--- config.mk ---
export PLATFORM = sky130hd
export DESIGN_NAME = pipeline_hazard_ctrl
export DESIGN_NICKNAME = d
export VERILOG_FILES = /design/src/rtl/hazard_pkg.sv /design/src/rtl/hazard_load_use_cmp.sv /design/src/rtl/pipeline_hazard_ctrl.sv
export SDC_FILE = /design/constraint.sdc
export NUM_CORES = 1
export LEC_CHECK = 0
export CORE_MARGIN = 2
export CORE_UTILIZATION = 32
export DETAILED_ROUTE_END_ITERATION = 10
export GPL_TIMING_DRIVEN = 0
export PLACE_DENSITY = 0.87
export SYNTH_ARGS = -nofsm -noshare
export SYNTH_HDL_FRONTEND = slang
export SYNTH_SLANG_ARGS = --single-unit
--- constraint.sdc ---
create_clock -name clk -period 1.83 [get_ports clk]
set_input_delay 0.366 -clock clk [delete_from_list [all_inputs] [get_ports clk]]
set_output_delay 0.366 -clock clk [all_outputs]
set_load 0.05 [all_outputs]
--- src/rtl/hazard_pkg.sv ---
// Shared types and widths for the pipeline hazard sequencer and its helpers.
package hazard_pkg;

    localparam int unsigned REG_IDX_W   = 5;
    localparam int unsigned STATE_W     = 2;
    localparam int unsigned WAIT_CNT_W  = 8;
    localparam int unsigned FLUSH_CNT_W = 3;
    localparam int unsigned PERF_CNT_W  = 32;

    typedef enum logic [STATE_W-1:0] {
        HZ_RUN      = 2'd0,
        HZ_MEM_WAIT = 2'd1,
        HZ_FLUSH    = 2'd2
    } hz_state_e;

endpackage

--- src/rtl/hazard_load_use_cmp.sv ---
// Combinational load-use dependence check between the IF/ID sources and the
// destination of a load sitting in ID/EX.
module hazard_load_use_cmp
    import hazard_pkg::*;
(
    input  logic                 i_if_id_valid,
    input  logic [REG_IDX_W-1:0] i_if_id_rs1,
    input  logic [REG_IDX_W-1:0] i_if_id_rs2,
    input  logic                 i_if_id_use_rs1,
    input  logic                 i_if_id_use_rs2,
    input  logic                 i_id_ex_valid,
    input  logic                 i_id_ex_mem_read,
    input  logic [REG_IDX_W-1:0] i_id_ex_rd,
    output logic                 o_hit
);

    logic w_load_live;
    logic w_rs1_dep;
    logic w_rs2_dep;

    // x0 is never a real producer, so a load to x0 cannot create a dependence
    assign w_load_live = i_if_id_valid && i_id_ex_valid && i_id_ex_mem_read &&
                         (i_id_ex_rd != '0);
    assign w_rs1_dep   = i_if_id_use_rs1 && (i_if_id_rs1 == i_id_ex_rd);
    assign w_rs2_dep   = i_if_id_use_rs2 && (i_if_id_rs2 == i_id_ex_rd);
    assign o_hit       = w_load_live && (w_rs1_dep || w_rs2_dep);

endmodule

--- src/rtl/pipeline_hazard_ctrl.sv ---
// Hazard sequencer for the 5-stage core: memory freeze, redirect flush and load-use bubble.
// Optional performance counters are built when HAZARD_PERF_CNT_EN is defined.
module pipeline_hazard_ctrl
    import hazard_pkg::*;
#(
    parameter int unsigned FLUSH_CYCLES = 1,
    parameter int unsigned MEM_TIMEOUT  = 255
)
(
    input  logic                  clk,
    input  logic                  reset,
    input  logic                  if_id_valid,
    input  logic [REG_IDX_W-1:0]  if_id_rs1,
    input  logic [REG_IDX_W-1:0]  if_id_rs2,
    input  logic                  if_id_use_rs1,
    input  logic                  if_id_use_rs2,
    input  logic                  id_ex_valid,
    input  logic                  id_ex_mem_read,
    input  logic [REG_IDX_W-1:0]  id_ex_rd,
    input  logic                  ex_redirect,
    input  logic                  mem_req,
    input  logic                  dmem_ready,
    output logic                  pc_stall,
    output logic                  if_id_stall,
    output logic                  if_id_flush,
    output logic                  hazard_stall,
    output logic                  hazard_flush,
    output logic                  mem_freeze,
    output logic                  mem_timeout,
    output logic [STATE_W-1:0]    ctrl_state,
    output logic [PERF_CNT_W-1:0] perf_stall_cycles,
    output logic [PERF_CNT_W-1:0] perf_flush_events
);

    localparam logic [WAIT_CNT_W-1:0]  WAIT_LAST  = WAIT_CNT_W'(MEM_TIMEOUT - 1);
    localparam logic [FLUSH_CNT_W-1:0] FLUSH_LAST = FLUSH_CNT_W'(FLUSH_CYCLES - 1);

    hz_state_e              r_state;
    hz_state_e              w_state_next;
    logic [WAIT_CNT_W-1:0]  r_wait_cnt;
    logic [FLUSH_CNT_W-1:0] r_flush_cnt;
    logic [FLUSH_CNT_W-1:0] w_flush_cnt_inc;
    logic                   r_mem_timeout;

    logic w_in_run;
    logic w_in_wait;
    logic w_in_flush;
    logic w_load_use_hit;
    logic w_timeout;
    logic w_freeze;
    logic w_redirect;
    logic w_load_use;

    hazard_load_use_cmp u_load_use_cmp (
        .i_if_id_valid    (if_id_valid),
        .i_if_id_rs1      (if_id_rs1),
        .i_if_id_rs2      (if_id_rs2),
        .i_if_id_use_rs1  (if_id_use_rs1),
        .i_if_id_use_rs2  (if_id_use_rs2),
        .i_id_ex_valid    (id_ex_valid),
        .i_id_ex_mem_read (id_ex_mem_read),
        .i_id_ex_rd       (id_ex_rd),
        .o_hit            (w_load_use_hit)
    );

    assign w_in_run        = (r_state == HZ_RUN);
    assign w_in_wait       = (r_state == HZ_MEM_WAIT);
    assign w_in_flush      = (r_state == HZ_FLUSH);
    assign w_flush_cnt_inc = r_flush_cnt + FLUSH_CNT_W'(1);

    // Priority chain: freeze > redirect > load-use; completion beats timeout
    assign w_timeout  = w_in_wait && !dmem_ready && (r_wait_cnt == WAIT_LAST);
    assign w_freeze   = (w_in_run && mem_req && !dmem_ready) ||
                        (w_in_wait && !dmem_ready && !w_timeout);
    assign w_redirect = w_in_run && ex_redirect && !w_freeze;
    assign w_load_use = w_in_run && !w_freeze && !w_redirect && w_load_use_hit;

    always_ff @(posedge clk) begin
        if (reset) begin
            r_state <= HZ_RUN;
        end else begin
            r_state <= w_state_next;
        end
    end

    always_comb begin
        w_state_next = r_state;
        case (r_state)
            HZ_RUN: begin
                if (w_freeze) begin
                    w_state_next = HZ_MEM_WAIT;
                end else if (w_redirect && (FLUSH_CYCLES > 1)) begin
                    w_state_next = HZ_FLUSH;
                end
            end
            HZ_MEM_WAIT: begin
                if (dmem_ready || w_timeout) begin
                    w_state_next = HZ_RUN;
                end
            end
            HZ_FLUSH: begin
                if (w_flush_cnt_inc == FLUSH_LAST) begin
                    w_state_next = HZ_RUN;
                end
            end
            default: w_state_next = HZ_RUN;
        endcase
    end

    always_comb begin
        pc_stall     = 1'b0;
        if_id_stall  = 1'b0;
        if_id_flush  = 1'b0;
        hazard_stall = 1'b0;
        hazard_flush = 1'b0;
        mem_freeze   = 1'b0;
        if (!reset) begin
            if (w_freeze) begin
                mem_freeze  = 1'b1;
                pc_stall    = 1'b1;
                if_id_stall = 1'b1;
            end else if (w_redirect) begin
                if_id_flush  = 1'b1;
                hazard_flush = 1'b1;
            end else if (w_in_flush) begin
                if_id_flush = 1'b1;
            end else if (w_load_use) begin
                pc_stall     = 1'b1;
                if_id_stall  = 1'b1;
                hazard_stall = 1'b1;
            end
        end
    end

    // Counters stay cleared outside their state, so entry always starts from zero
    always_ff @(posedge clk) begin
        if (reset) begin
            r_wait_cnt    <= '0;
            r_flush_cnt   <= '0;
            r_mem_timeout <= 1'b0;
        end else begin
            r_mem_timeout <= w_timeout;
            if (w_in_wait && !dmem_ready) begin
                r_wait_cnt <= r_wait_cnt + WAIT_CNT_W'(1);
            end else if (!w_in_wait) begin
                r_wait_cnt <= '0;
            end
            if (w_in_flush) begin
                r_flush_cnt <= w_flush_cnt_inc;
            end else begin
                r_flush_cnt <= '0;
            end
        end
    end

    assign mem_timeout = r_mem_timeout;
    assign ctrl_state  = r_state;

`ifdef HAZARD_PERF_CNT_EN
    logic [PERF_CNT_W-1:0] r_perf_stall_cycles;
    logic [PERF_CNT_W-1:0] r_perf_flush_events;

    always_ff @(posedge clk) begin
        if (reset) begin
            r_perf_stall_cycles <= '0;
            r_perf_flush_events <= '0;
        end else begin
            if (pc_stall) begin
                r_perf_stall_cycles <= r_perf_stall_cycles + PERF_CNT_W'(1);
            end
            if (w_redirect) begin
                r_perf_flush_events <= r_perf_flush_events + PERF_CNT_W'(1);
            end
        end
    end

    assign perf_stall_cycles = r_perf_stall_cycles;
    assign perf_flush_events = r_perf_flush_events;
`else
    assign perf_stall_cycles = '0;
    assign perf_flush_events = '0;
`endif

endmodule

======== Word level (Yosys, flattened, before mapping) ========
Cells that the tools add are included.
word-level totals
  register bits after elaboration ......... 14
  bits of input ports ..................... 25
  output and inout port bits .............. 73
  logic and storage cells ................. 66
operators by class
  $add $sub $neg .......................... 2
  equality and inequality tests ........... 9
  multiplexer cells ....................... 22
  bitwise operators ....................... 1
  reduce and logical (&&, ||, !) cells .... 28
operators with widths
  operator                                                                count
  1-bit logical AND                                                       16
  1-bit 2-to-1 mux                                                        16
  8-bit 2-to-1 mux                                                        2
  5-bit equality test                                                     2
  8-bit by 1-bit adder with 8-bit output (second input constant)          1
  8-bit equality test (second input constant)                             1
  2-bit by 1-bit != test with 1-bit output (second input constant)        4
  2-bit 2-to-1 mux                                                        3
  2-bit one-hot mux with 3 select lines                                   1
  5-bit nonzero test                                                      1
  1-bit zero test                                                         4
  3-bit by 1-bit adder with 3-bit output (second input constant)          1
  3-bit zero test                                                         1
  1-bit logical OR                                                        3
  3-bit AND reduction                                                     1
  2-bit by 1-bit equality test with 1-bit output (second input constant)  1
  2-bit equality test (second input constant)                             1
  2-bit zero test                                                         1
  2-bit OR reduction                                                      1
  1-bit inverter                                                          1

======== Logic depth before layout (Yosys ltp) ========
Gate-level depths: netlist (run 1).
  depth in word-level cells ............... 16
  mapped depth ............................ 6
  mapped depth without buffers ............ 5

======== Hierarchy ========
A second synthesis (run 1) with hierarchy kept.
second synthesis, totals
  cell total of the unflattened synthesis .. 143
  area, all modules ....................... 1,131.1 um2
by module, submodules not included
  module                times used  cells each  area an instance (um2)  sequential area each (um2)
  pipeline_hazard_ctrl  1           126         999.7                   200.2
  hazard_load_use_cmp   1           17          131.4                   0.0

======== Worst setup path before layout (run 1) ========
OpenSTA, ideal clock, no wires.
  kind .................................... flip-flop to output port
  from .................................... register r_wait_cnt[0]
  to ...................................... output pc_stall
  arrival time ............................ 2,425 ps
  data required time ...................... 1,464 ps
  path slack .............................. -961 ps
  stages on the path, launching flop included .. 7
  buffers on the path ..................... 1
  cell sequence ........................... dfxtp_1 inv_1 ha_1 nand3_1 o22ai_1 o32ai_1 buf_4
on the way
  longest elaborated chain between the ends .. 15
  elaborated cells between the ends (all ways) .. 16
  those cells by class .................... eq/ne (1); mux (5); reduce/logical (10)
RTL lines
  element                           RTL line                                                source
  from (decl)                       pipeline_hazard_ctrl.sv:40                              logic [WAIT_CNT_W-1:0] r_wait_cnt;
  from (signal assigned)            pipeline_hazard_ctrl.sv:144                             r_wait_cnt <= r_wait_cnt + WAIT_CNT_W'(1);
  8-bit equality test *             pipeline_hazard_ctrl.sv:72                              assign w_timeout = w_in_wait && !dmem_ready && (r_wait_cnt == WAIT_LAST);
  1-bit logical AND *               pipeline_hazard_ctrl.sv:72
  1-bit zero test *                 pipeline_hazard_ctrl.sv:74                              (w_in_wait && !dmem_ready && !w_timeout);
  1-bit logical AND *               pipeline_hazard_ctrl.sv:74
  1-bit logical OR *                pipeline_hazard_ctrl.sv:73                              assign w_freeze = (w_in_run && mem_req && !dmem_ready) ||
  1-bit zero test                   pipeline_hazard_ctrl.sv:75, pipeline_hazard_ctrl.sv:76
  1-bit logical AND                 pipeline_hazard_ctrl.sv:75                              assign w_redirect = w_in_run && ex_redirect && !w_freeze;
  1-bit zero test                   pipeline_hazard_ctrl.sv:76                              assign w_load_use = w_in_run && !w_freeze && !w_redirect && w_load_use_hit;
  1-bit logical AND (2 in series)   pipeline_hazard_ctrl.sv:76
  1-bit 2-to-1 mux (3 in series)    --
  1-bit 2-to-1 mux * (2 in series)  --
  to (decl)                         pipeline_hazard_ctrl.sv:23                              output logic pc_stall,
Every way passes the cells marked *; elsewhere a longest branch is shown, timed or not.

======== Worst setup path in the final report (run 1) ========
  from .................................... input id_ex_rd[4]
  to ...................................... output pc_stall
on the way
  longest elaborated chain between the ends .. 10
  elaborated cells between the ends (all ways) .. 14
  those cells by class .................... eq/ne (2); mux (5); reduce/logical (7)
RTL lines
  element                                 RTL line                                              source
  from (decl)                             pipeline_hazard_ctrl.sv:19                            input logic [REG_IDX_W-1:0] id_ex_rd,
  5-bit equality test (on tied branches)  hazard_load_use_cmp.sv:24, hazard_load_use_cmp.sv:25
  1-bit logical AND (on tied branches)    hazard_load_use_cmp.sv:24, hazard_load_use_cmp.sv:25
  1-bit logical OR                        hazard_load_use_cmp.sv:26                             assign o_hit = w_load_live && (w_rs1_dep || w_rs2_dep);
  1-bit logical AND *                     hazard_load_use_cmp.sv:26
  1-bit logical AND *                     pipeline_hazard_ctrl.sv:76
  1-bit 2-to-1 mux *                      pipeline_hazard_ctrl.sv:127                           end else if (w_load_use) begin
  1-bit 2-to-1 mux *                      pipeline_hazard_ctrl.sv:125                           end else if (w_in_flush) begin
  1-bit 2-to-1 mux *                      pipeline_hazard_ctrl.sv:122                           end else if (w_redirect) begin
  1-bit 2-to-1 mux *                      pipeline_hazard_ctrl.sv:118                           if (w_freeze) begin
  1-bit 2-to-1 mux *                      pipeline_hazard_ctrl.sv:117                           if (!reset) begin
Marks and branches as above.

==> results by group, run 1 <==
Die
  – CORE AREA: 0.00336 mm²
  – Die Area: 0.00401 mm²
  – Starting Density: 33.4%
  – I/O pin count: 98
  – Row Count: 21
  – Die height: 63.3 µm
  – Chip Width: 63.3 µm

Synthesis
  – Sequential share of the synthesized area: 17.8%
  – Synth Area per Inst: 8.03 µm²
  – Simple-Gate Fraction of Synth Area: 15.2%
  – Post-synthesis compound-gate area fraction: 4.34%
  – Flops & latches, synth: 10
  – Gate Count Post-Synth: 140
  – Synth Warn #: 0
  – XOR/XNOR share of the synthesized area: 13.2%
  – Distinct cells, synth: 31
  – Area leader, netlist: buf_4
  – Post-Syn Area: 0.00112 mm²
  – Most common cell in the netlist: buf_4
  – Number of synthesized flops with an enable pin: 0
  – Adder-Cell Fraction of Synth Area: 2.22%
  – Post-synthesis mux area share: 0%
  – Main combinational cell family by area after synthesis: buffers and inverters
  – Synth top area cells: buf_4 (45%), dfxtp_1 (18%), xor2_1 (11%), nor2_1 (3.7%), xnor2_1 (2.3%)
  – Top_reg_cell synth: dfxtp_1
  – Ys async rst share: 0%
  – Top cells by instance count after synthesis: buf_4 (68), xor2_1 (14), nor2_1 (11)
  – Synth top area share: 45.4%

STA
  – Fin Hold WS: 417 ps
  – Fin crit share: 109%
  – Worst Skew: 4.81 ps
  – Max-slew violation count: 0
  – Final Hold Fails: 0
  – Final setup violation count: 3
  – Max Fclk: 0.499 GHz
  – Setup WS post-layout: -173 ps
  – RSZ-0062 raised after global routing: true
  – Fin crit period: 2000 ps

Global routing
  – Gr ovfl total: 0
  – First-pass GRT wire length: 3680 µm
  – Pin count of the biggest net entering global routing: 11
  – Vias in the first global route: 887
  – Antenna violations before repair: 0
  – Total GRT Usage: 11.7%

Detailed routing
  – Drt first pass iters: 3
  – Routed WL: 2590 µm
  – Drt wl/cell: 8.93 µm
  – Drt drc: 0
  – Initial DRC Count: 18
  – Routed Antenna Nets: 0
  – Routed vias/inst: 3.48
  – Via count: 1008

Placed design
  – Post-DP Area: 0.00176 mm²
  – Port bufs: 31
  – Hpwl dp: 2070 µm
  – Pre-CTS setup slack: -1260 ps
  – Final GP Congestion: 0.716

Clocking
  – Clock insertion delay at the later pin of the skew report: 260 ps
  – CTS tree: built
  – Hold_buf cts: 0
  – Clock Pin Slew Worst Setup and Hold Paths: 60 ps
  – CTS Buf Count: 3
  – H-tree depth: 1
  – Maximum root-to-sink buffer count: 2
  – Sink Count: 10
  – Root Buffer: clkbuf_4

Pwr
  – Leakage: 1.05 nW
  – PwrDens: 489 mW/mm²
  – PnR Total Power: 0.000931 W
  – Max VDD drop: 198 µV

Worst setup path
  – Crit Path Category: input port to output pin
  – CP most frequent cell: buf_8
  – CP max FO: 2
  – WP data required: 1460 ps
  – Crit path capture type: output pin
  – Startpoint types: input port
  – CP max-delay cell: or4_4
  – CP max stage delay: 540 ps
  – Critical path arrival: 1640 ps
  – Cell Chain, Critical Path: buf_8 -> or4_4 -> o211ai_4 -> o32ai_4 -> buf_4 -> buf_8

Finish
  – Number of inserted diodes: 0
  – Layout cells sized above 1: 46.7%
  – Final Cell Area: 0.00191 mm²
  – # nets final: 273
  – P&R area growth vs syn: 69.4%

Flow run
  – Max cap viols: 0

Run status
  – Failing checks: setup timing
  – Status: finished with violations

Hold path
  – Hold crit path type: input port to flip-flop
per-stage QoR:
| step | std cells | TNS [ps] | util (%) |
|---|---|---|---|
| 2_1_floorplan | 204 | -285 | - |
| 3_3_place_gp | 281 | -5660 | 52.3 |
| 3_5_place_dp | 281 | -5960 | 52.3 |
| 4_1_cts | 287 | -472 | 54.4 |
| 5_1_grt | 290 | -552 | 56.7 |
| 6_report | 290 | -398 | 56.7 |
critical path, delay by kind of cell:
kind                   cells  cell delay (ps)
AND/OR/NAND/NOR            1              540
buffers and inverters      3              400
AO/OA/AOI/OAI              2              330
repair_timing:
| item | CTS | global route |
|---|---|---|
| buffers inserted | 3 | 3 |
| gates resized for setup | 93 | 18 |
| pin swaps | 13 | 8 |
| setup endpoints to repair | 7 | 6 |
routing by layer:
layer / up-vias / routed length (µm) / track usage (%)
li1: 528 / - / -
met1: 412 / 846 / 10.8
met2: 60 / 1410 / 23.5
met3: 8 / 257 / 2.86
met4: 0 / 76 / 5.71
met5: - / 0 / 0
layout make-up:
| type | count | area (µm²) |
|---|---|---|
| fillers | 317 | 1460 |
| multi-input cells | 122 | 751 |
| plain buffers | 70 | 522 |
| repair buffers | 37 | 338 |
| flip-flops and latches | 10 | 208 |
| well taps | 46 | 57.6 |
| clock buffers | 3 | 22.5 |
| inverters | 2 | 7.51 |
state kept, by name, indices dropped and copies added, names as in the netlist:
| signal | count |
|---|---|
| r_wait_cnt | 8 |
| ctrl_state | 1 |
| mem_timeout | 1 |
logic make-up after synthesis:
logic type               Yosys count
buffers and inverters             72
AO/OA/AOI/OAI                      6
flip-flops                        10
AND/OR/NAND/NOR                   32
other                              1
XOR/XNOR                          17
adder cells (fa/ha/maj)            2
layout by cell type (no fill, tap or decap), drive strengths merged, types with 3 or more instances in the layout:
master	synthesis	layout
buf	69	87
clkbuf	1	5
clkdlybuf4s15	0	3
clkdlybuf4s50	0	6
conb	1	65
dfxtp	10	10
dlygate4sd2	0	7
nand2	4	4
nand3	3	3
nor2	11	11
xnor2	3	3
xor2	14	14
worst paths after layout:
kind | start | slack (ps) | depth (start not counted) | endpoint
max | id_ex_rd[4] | -170 | 6 | pc_stall
min | dmem_ready | 420 | 2 | ctrl_state[0]$_SDFFE_PP0P_
min reg2reg | r_wait_cnt[7]$_SDFFE_PP0P_ | 480 | 2 | mem_timeout$_SDFF_PP0_
max reg2reg | r_wait_cnt[0]$_SDFFE_PP0P_ | 570 | 6 | r_wait_cnt[4]$_SDFFE_PP0P_
report_power, final:
| group | switching [W] | internal (W) | leakage (nW) |
|---|---|---|---|
| Combinational | 0.000390 | 0.000176 | 0.948 |
| Sequential | 0.00000299 | 0.000219 | 0.0837 |
| Clock | 0.0000672 | 0.0000756 | 0.0138 |
| Total | 0.000460 | 0.000471 | 1.05 |
(Power assumes the default switching activity.)
==> inputs of run 2 (changes only) <==
CTS_CLUSTER_SIZE = 20   (was default)
REMOVE_ABC_BUFFERS = 1   (was default)
==> results by group, run 2 (synthesized netlist as in run 1, its figures left out) <==
Die
  – Starting Density: 33.4%
  – Die Area: 0.00401 mm²
  – Row Count: 21
  – I/O pin count: 98
  – Chip Width: 63.3 µm
  – Die height: 63.3 µm
  – CORE AREA: 0.00336 mm²

Worst setup path
  – R2r endpoint: r_wait_cnt[4]$_SDFFE_PP0P_
  – Reg-to-Reg Start: r_wait_cnt[0]$_SDFFE_PP0P_
  – FF-to-FF setup slack: 590 ps
  – Crit Path Category: input port to output pin
  – CP max FO: 2
  – WP data required: 1460 ps
  – Startpoint types: input port
  – R2R depth: 6
  – Critical path arrival: 1530 ps
  – Crit path capture type: output pin

Clocking
  – CTS tree: built
  – Sink Count: 10
  – Clock Pin Slew Worst Setup and Hold Paths: 70 ps
  – Root Buffer: clkbuf_4
  – H-tree depth: 1
  – Maximum root-to-sink buffer count: 2
  – Clock insertion delay at the later pin of the skew report: 270 ps
  – CTS Buf Count: 3
  – Hold_buf cts: 0

Finish
  – Most frequent cells in the layout: conb_1 (65), xor2_1 (12), nor2_1 (11), buf_2 (9), buf_6 (8)
  – Commonest non-fill, non-tap cell in the layout: conb_1
  – Layout cells sized above 1: 23.4%
  – Max reg flops: 8
  – Sequential Area: 204 µm²
  – Final Cell Area: 0.00128 mm²
  – # nets final: 199
  – Number of inserted diodes: 0
  – P&R area growth vs syn: 14.2%
  – Fillers: 371
  – Multi-input logic area: 697 µm²
  – Largest reg by FF count: r_wait_cnt

Pwr
  – Clock power share: 23.9%
  – Max VDD drop: 361 µV
  – Register share of total power: 26.1%
  – Total internal power: 0.000405 W
  – Combinational power share: 50.0%
  – Psw: 0.000442 W
  – Leakage: 0.625 nW
  – Sw Ratio: 52.2%
  – PwrDens: 659 mW/mm²

STA
  – Max-slew violation count: 0
  – Fin Hold WS: 474 ps
  – Setup WS post-layout: -70.9 ps
  – RSZ-0062 raised after global routing: true
  – Fin crit share: 104%
  – Worst Skew: 0.968 ps
  – Fin crit period: 1900 ps
  – Slew HR: 66.7%
  – Slew @ Worst Pin: 499 ps
  – Max Fclk: 0.526 GHz
  – Final Hold Fails: 0
  – Final setup violation count: 3
  – Final TNS setup: -148 ps

Detailed routing
  – Drt drc: 0
  – Via count: 769
  – Drt wl/cell: 8.29 µm
  – Routed Antenna Nets: 0
  – Drt first pass iters: 4
  – Initial DRC Count: 5
  – Routed WL: 1800 µm
  – Routed vias/inst: 3.54

Hold path
  – Hold EP: mem_timeout$_SDFF_PP0_
  – Hold crit path type: flip-flop to flip-flop
  – Hold_sp: r_wait_cnt[7]$_SDFFE_PP0P_
  – Hold Path Stages: 2

Flow run
  – Max cap viols: 0

Global routing
  – Antenna violations before repair: 0
  – Gr ovfl total: 0
  – First-pass GRT wire length: 2700 µm
  – Vias in the first global route: 623
  – Total GRT Usage: 8.42%
  – Pin count of the biggest net entering global routing: 11

Placed design
  – Hpwl dp: 1450 µm
  – Pre-CTS setup slack: -1160 ps
  – Final GP Congestion: 0.782
  – Post-DP Area: 0.00122 mm²
  – Port bufs: 32

Run status
  – Status: finished with violations
  – Failing checks: setup timing
## run 2: changes by cell type in the layout (fill, tap and decap cells not counted), moves of 2 or more
cell,before,now
buf_4,75,2
buf_6,3,8
buf_2,6,9
buf_8,3,0
clkdlybuf4s15_1,3,0
dfxtp_1,4,7
dfxtp_2,6,3
dlymetal6s2s_1,2,0
## run 2: area by class of cell
class	instances	area share, %
multi-input combinational	122	54.2
timing repair buffer	33	22.0
sequential	10	15.9
tap	46	4.48
clock buffer	4	2.82
inverter	2	0.584
## run 2: power groups by stage
stage / clock (W) / sequential, W / combinational [W]
5_1_grt: 0.000215 / 0.000221 / 0.000438
4_1_cts: 0.000210 / 0.000221 / 0.000417
3_5_place_dp: 0 / 0.000226 / 0.000421
6_report: 0.000202 / 0.000221 / 0.000423
2_1_floorplan: 0 / 0.000229 / 0.000338
3_3_place_gp: 0 / 0.000226 / 0.000419
## run 2: critical path, stage by stage
cell,delay [ps]
clkdlybuf4s50_1,460
and4b_1,200
o211ai_2,110
o32ai_2,200
buf_6,210
## run 2: what timing repair did
action	in CTS	in global routing
setup endpoints to repair	7	4
gates resized for setup	110	10
buffers inserted	1	0
pin swaps	14	4
## run 2: through the flow
| stage | utilization, % | power, W | std cells |
|---|---|---|---|
| after detailed placement | 36.4 | 0.000647 | 212 |
| after CTS | 37.6 | 0.000847 | 217 |
| after global routing | 38.2 | 0.000874 | 217 |
| after floorplan | - | 0.000567 | 134 |
| final | 38.2 | 0.000846 | 217 |
| after global placement | 36.4 | 0.000645 | 212 |
## run 2: worst max-delay path by stage
stage	start	endpoint	slack [ps]	cells after the start
after floorplan	ctrl_state[0]$_SDFFE_PP0P_	if_id_stall	-1730	2
after global placement	dmem_ready	pc_stall	-1150	6
after detailed placement	dmem_ready	pc_stall	-1160	6
after CTS	if_id_rs2[1]	pc_stall	-70	6
after global routing	if_id_rs2[3]	pc_stall	-140	6
final	if_id_valid	pc_stall	-70	5
## run 2: metal layers
metal	wire length, µm	track usage (%)	vias to the layer above
met5	0	0	-
met3	160	2.14	5
li1	-	-	376
met4	38	4.08	0
met2	936	15.0	44
met1	664	9.25	344
